**config.mk**
```make
export PLATFORM = sky130hd
export DESIGN_NAME = tt_accum_gen
export DESIGN_NICKNAME = d
export VERILOG_FILES = /design/src/rtl/tt_accum_pkg.sv /design/src/rtl/tt_accum_addsat.sv /design/src/rtl/tt_accum_gen.sv
export SDC_FILE = /design/constraint.sdc
export NUM_CORES = 1
export LEC_CHECK = 0
export ABC_AREA = 1
export BUFFER_PORTS_ARGS = -buffer_cell sky130_fd_sc_hd__buf_4
export CAP_MARGIN = 30
export CORE_ASPECT_RATIO = 1.75
export CORE_MARGIN = 3
export CORE_UTILIZATION = 45
export CTS_BUF_LIST = sky130_fd_sc_hd__clkbuf_4
export DETAILED_ROUTE_END_ITERATION = 16
export PLACE_DENSITY_LB_ADDON = 0.05
export SYNTH_ARGS = -nofsm -noshare
export SYNTH_HDL_FRONTEND = slang
export SYNTH_SLANG_ARGS = --single-unit
```
**constraint.sdc**
```tcl
create_clock -name clk -period 2.6 [get_ports clk]
set_input_delay 0.65 -clock clk [delete_from_list [all_inputs] [get_ports clk]]
set_output_delay 0.65 -clock clk [all_outputs]
set_load 0.02 [all_outputs]
```
**src/rtl/tt_accum_pkg.sv**
```systemverilog
// Shared definitions for the TT tile accumulator: mode encodings and width helpers.
package tt_accum_pkg;

    typedef enum logic [1:0] {
        MODE_WRAP = 2'b00,
        MODE_SAT  = 2'b01,
        MODE_DUMP = 2'b10,
        MODE_HOLD = 2'b11
    } mode_e;

    // Width of the byte index; never narrower than one bit.
    function automatic int sel_width(input int acc_w);
        return (acc_w / 8 > 1) ? $clog2(acc_w / 8) : 1;
    endfunction

    // Width of the dump-period sample counter (0..dump_len-1), never narrower than one bit.
    function automatic int cnt_width(input int dump_len);
        return (dump_len > 1) ? $clog2(dump_len) : 1;
    endfunction

endpackage

```
**src/rtl/tt_accum_addsat.sv**
```systemverilog
// Combinational accumulate step: ACC_W+1-bit add of zero-extended din, optional saturation.
module tt_accum_addsat #(
    parameter int IN_W  = 8,
    parameter int ACC_W = 16
) (
    input  logic [ACC_W-1:0] acc,
    input  logic [IN_W-1:0]  din,
    input  logic             sat_en,
    output logic [ACC_W-1:0] next_val,
    output logic             carry
);

    logic [ACC_W:0] sum;

    always_comb begin
        sum      = {1'b0, acc} + {{(ACC_W + 1 - IN_W){1'b0}}, din};
        carry    = sum[ACC_W];
        next_val = (sat_en && carry) ? {ACC_W{1'b1}} : sum[ACC_W-1:0];
    end

endmodule

```
**src/rtl/tt_accum_gen.sv**
```systemverilog
// Input accumulator with wrap / saturate / integrate-and-dump / hold modes,
// sticky overflow flag, dump strobe and byte-select readout.
module tt_accum_gen
    import tt_accum_pkg::*;
#(
    parameter int IN_W     = 8,
    parameter int ACC_W    = 16,
    parameter int DUMP_LEN = 256
) (
    input  logic                        clk,
    input  logic                        rst_n,
    input  logic                        en,
    input  logic [IN_W-1:0]             din,
    input  logic [1:0]                  mode,
    input  logic                        clr,
    input  logic [sel_width(ACC_W)-1:0] byte_sel,
    output logic [ACC_W-1:0]            acc_out,
    output logic [7:0]                  byte_out,
    output logic                        ovf,
    output logic                        dump_valid,
    output logic [ACC_W-1:0]            dump_data
);

    localparam int SEL_W  = sel_width(ACC_W);
    localparam int CNT_W  = cnt_width(DUMP_LEN);
    localparam int NBYTES = ACC_W / 8;
    localparam logic [CNT_W-1:0] CNT_LAST = CNT_W'(DUMP_LEN - 1);

    logic [ACC_W-1:0] acc_q, acc_d;
    logic             ovf_q, ovf_d;
    logic [CNT_W-1:0] cnt_q, cnt_d;
    logic             dump_valid_q, dump_valid_d;
    logic [ACC_W-1:0] dump_data_q, dump_data_d;

    mode_e            mode_s;
    logic [ACC_W-1:0] step_val;
    logic             step_carry;

    assign mode_s = mode_e'(mode);

    tt_accum_addsat #(
        .IN_W  (IN_W),
        .ACC_W (ACC_W)
    ) u_addsat (
        .acc      (acc_q),
        .din      (din),
        .sat_en   (mode_s == MODE_SAT),
        .next_val (step_val),
        .carry    (step_carry)
    );

    always_comb begin
        acc_d        = acc_q;
        ovf_d        = ovf_q;
        cnt_d        = cnt_q;
        dump_valid_d = 1'b0;
        dump_data_d  = dump_data_q;

        // Leaving DUMP always discards the partial period count.
        if (mode_s != MODE_DUMP) begin
            cnt_d = '0;
        end

        if (clr) begin
            acc_d = '0;
            ovf_d = 1'b0;
            cnt_d = '0;
        end else if (en) begin
            case (mode_s)
                MODE_WRAP, MODE_SAT: begin
                    acc_d = step_val;
                    if (step_carry) ovf_d = 1'b1;
                end
                MODE_DUMP: begin
                    if (step_carry) ovf_d = 1'b1;
                    if (cnt_q == CNT_LAST) begin
                        dump_data_d  = step_val;
                        dump_valid_d = 1'b1;
                        acc_d        = '0;
                        cnt_d        = '0;
                    end else begin
                        acc_d = step_val;
                        cnt_d = cnt_q + CNT_W'(1);
                    end
                end
                default: ;
            endcase
        end
    end

    always_ff @(posedge clk or negedge rst_n) begin
        if (!rst_n) begin
            acc_q        <= '0;
            ovf_q        <= 1'b0;
            cnt_q        <= '0;
            dump_valid_q <= 1'b0;
            dump_data_q  <= '0;
        end else begin
            acc_q        <= acc_d;
            ovf_q        <= ovf_d;
            cnt_q        <= cnt_d;
            dump_valid_q <= dump_valid_d;
            dump_data_q  <= dump_data_d;
        end
    end

    // Indices beyond the last byte lane read as zero.
    always_comb begin
        byte_out = 8'h00;
        for (int i = 0; i < NBYTES; i++) begin
            if (byte_sel == SEL_W'(i)) byte_out = acc_q[8*i +: 8];
        end
    end

    assign acc_out    = acc_q;
    assign ovf        = ovf_q;
    assign dump_valid = dump_valid_q;
    assign dump_data  = dump_data_q;

endmodule

```
==> run_results.csv <==
group,metric,value,unit
run_status,status,"completed",
finish,regArea,1050,um2
die,fp.dieW,63.8,um
detailed_routing,met1Wirelength,2900,um
detailed_routing,met3WireLength,277,um
worst_setup_path,slowest_stage,"dfrtp_1",
synth,syn_nets,408,
sta,worst_hold_slack,0.263,ns
worst_setup_path,r2r-start,"acc_out[0]$_DFFE_PN0P_",
clock_network,post-cts-setup-buffers,0,
detailed_routing,totalWireLength,6900,um
detailed_routing,top_layer_used,"met4",
global_routing,antenna_found_initial,0,
synth,avgSynthCellArea,6.87,um2
placed_design,port_buffers,56,
clock_network,insertion_delay,0.35,ns
sta,slew_headroom,63.8,%
finish,num-nets-final,467,
synth,ys_ff_latch,42,
synth,synth_area_leaders,"dfrtp_1 40%, nand2_1 24%, inv_1 7.0%",
placed_design,dp_hpwl,5500,um
sta,post-route-min-period,2.03,ns
sta,slew_viol_final,0,
finish,post-route-util,56.3,%
global_routing,grt_max_degree,43,
detailed_routing,drc,0,
detailed_routing,wl_met2,3580,um
finish,diodes,0,
worst_setup_path,cp-end-kind,"register",
global_routing,globalRouteOverflowTotal,0,
worst_setup_path,crit_chain,"ha_1 -> fa_1 -> nand3_1 -> nand2_1 -> nand3_1 -> nand2_2 -> nand3_4 -> nand3_1 -> nand2_1 -> nand2_1",
finish,area_delta_synth_final,20.3,%
clock_network,cts.repair.resized,0,
finish,drive_gt1_share,18.3,%
clock_network,clock-sinks,42,
worst_setup_path,arrival,2.27,ns
worst_setup_path,worst_path_largest_cell_delay,0.42,ns
placed_design,gp_congestion,0.851,
worst_setup_path,reg2reg_slack,0.57,ns
worst_setup_path,reg2reg_to,"dump_data[7]$_DFFE_PN0P_",
finish,fin_area,3170,um2
worst_setup_path,startpoint,"acc_out[0]$_DFFE_PN0P_",
sta,finalSetupViolations,0,
sta,max_freq,493,MHz
die,die_h,107,um
synth,ys_seq_area_share,39.9,%
finish,fillers,589,
detailed_routing,viasPerCell,4.85,
worst_setup_path,start_kind,"register",
detailed_routing,drt_iter0_drc,140,
clock_network,htree_levels,2,
run,maxCapViolCount,0,
sta,hold_viol,0,
clock_network,numCtsBuffers,5,
detailed_routing,final_antenna_net_count,0,
synth,yosysTopAreaCellShare,39.9,%
sta,rsz0062_at_grt,"no",
worst_setup_path,critical_path_class,"register to register",
global_routing,grt_pass1_wl,11700,um
sta,worst_slew_pin_slew,0.543,ns
clock_network,cts_tree,"done",
synth,synthesis.area,2630,um2
die,design.core.area,5630,um2
worst_setup_path,cp_max_fo,16,
die,dieArea,6840,um2
pwr,ir_drop,0.000280,V
worst_setup_path,reg2reg_depth,10,
worst_setup_path,crit_end,"dump_data[7]$_DFFE_PN0P_",
detailed_routing,wl_per_cell,13.3,um
die,ios,57,
sta,finalCritPeriodShare,78.0,%
detailed_routing,vias,2519,
finish,multi_input_area,1330,um2
detailed_routing,drtPass1Iterations,4,
pwr,powerDensity,432,nW/um2
sta,clock_skew,0.0141,ns
clock_network,root_buffer,"clkbuf_4",
synth,syn_inst,383,
clock_network,clk_pin_slew,0.13,ns
synth,synthDistinctLibCells,25,
placed_design,place_area,3110,um2
pwr,p_leak,1.80,nW
synth,yosysTopAreaCell,"dfrtp_1",
clock_network,hold_buffers,0,
die,rows,36,
min_path,hold_class,"input pin to asynchronous set/reset pin",
sta,setup_tns,0,ns
synth,yosysWarnings,0,
clock_network,cts_max_path_buffers,2,
die,start_util,46.8,%
worst_setup_path,critical_path_required,2.84,ns
global_routing,grt_usage,21.8,%
global_routing,grt_pass1_vias,2528,
## worst min path at each step
| stage | end | slack (ns) | cells past startpoint |
|---|---|---|---|
| detailed placement | dump_data[2]$_DFFE_PN0P_ | 0.46 | 2 |
| CTS | dump_data[13]$_DFFE_PN0P_ | 0.28 | 1 |
| floorplan | acc_out[0]$_DFFE_PN0P_ | 0.35 | 0 |
| global placement | dump_data[2]$_DFFE_PN0P_ | 0.46 | 2 |
| finish | dump_data[6]$_DFFE_PN0P_ | 0.26 | 1 |
| global route | dump_data[6]$_DFFE_PN0P_ | 0.29 | 1 |
## layout by cell type (no fill, tap or decap), types with 5 or more instances in the layout
master | netlist | routed
a21oi_1 | 12 | 12
nor3_1 | 5 | 5
buf_4 | 1 | 58
o21ai_0 | 15 | 15
dfrtp_1 | 42 | 42
ha_1 | 9 | 9
inv_2 | 5 | 5
nor2_1 | 20 | 20
nand3_1 | 28 | 28
clkbuf_4 | 0 | 6
nand2_1 | 167 | 167
inv_1 | 49 | 49
## report_power, final
group	internal, mW	switching, mW	total, mW
clock	0.112	0.215	0.328
sequential	0.677	0.0238	0.701
combinational	0.129	0.212	0.341
total	0.918	0.451	1.37
## worst max-delay path: cells and delay by family (launching register included)
kind	cells	cell delay, ns
fa+ha+maj	2	0.63
flops	1	0.42
simple gates	8	0.86
## sequential cells by signal (all words and copies together), names as in the netlist
signal,cells
cnt_q,8
dump_data,16
acc_out,16
ovf,1
dump_valid,1
## metal layers
layer	GRT usage (%)	up-vias
li1	-	1300
met1	26.6	1145
met2	38.3	63
met3	3.25	11
met4	7.42	0
met5	0	-
## layout make-up
type | count | share of cell area, %
repair buffers | 58 | 13.7
flip-flops and latches | 42 | 33.2
well taps | 76 | 3.00
clock buffers | 6 | 1.42
multi-input cells | 281 | 42.0
clock inverters | 2 | 0.276
inverters | 54 | 6.40
## cell usage after synthesis, drive strengths merged
master and instances:
nand2 170, inv 54, dfrtp 42, nand3 30, nor2 21, o21ai 15, a21oi 12, ha 9
nor3 7, buf 4, nand4 3, or2 3, xnor2 3, xor2 3, clkbuf 2, nand3b 2
o22ai 2, fa 1
## kinds of logic after synthesis
kind of cell / after synthesis / share of synthesized area (%)
AOI/OAI and AO/OA: 29 / 5.61
xor gates and xnor gates: 6 / 2.00
and+or+nand+nor: 236 / 37.9
DFF: 42 / 39.9
adders and majority gates: 10 / 5.04
buffers and inverters: 60 / 9.55
## stage by stage
step / std cells / setup slack, ns / power (mW)
detailed placement: 511 / 0.190 / 1.06
finish: 519 / 0.573 / 1.37
CTS: 519 / 0.548 / 1.38
floorplan: 383 / 0.460 / 0.924
global placement: 511 / 0.229 / 1.05
global route: 519 / 0.403 / 1.45
(Power assumes the default switching activity.)
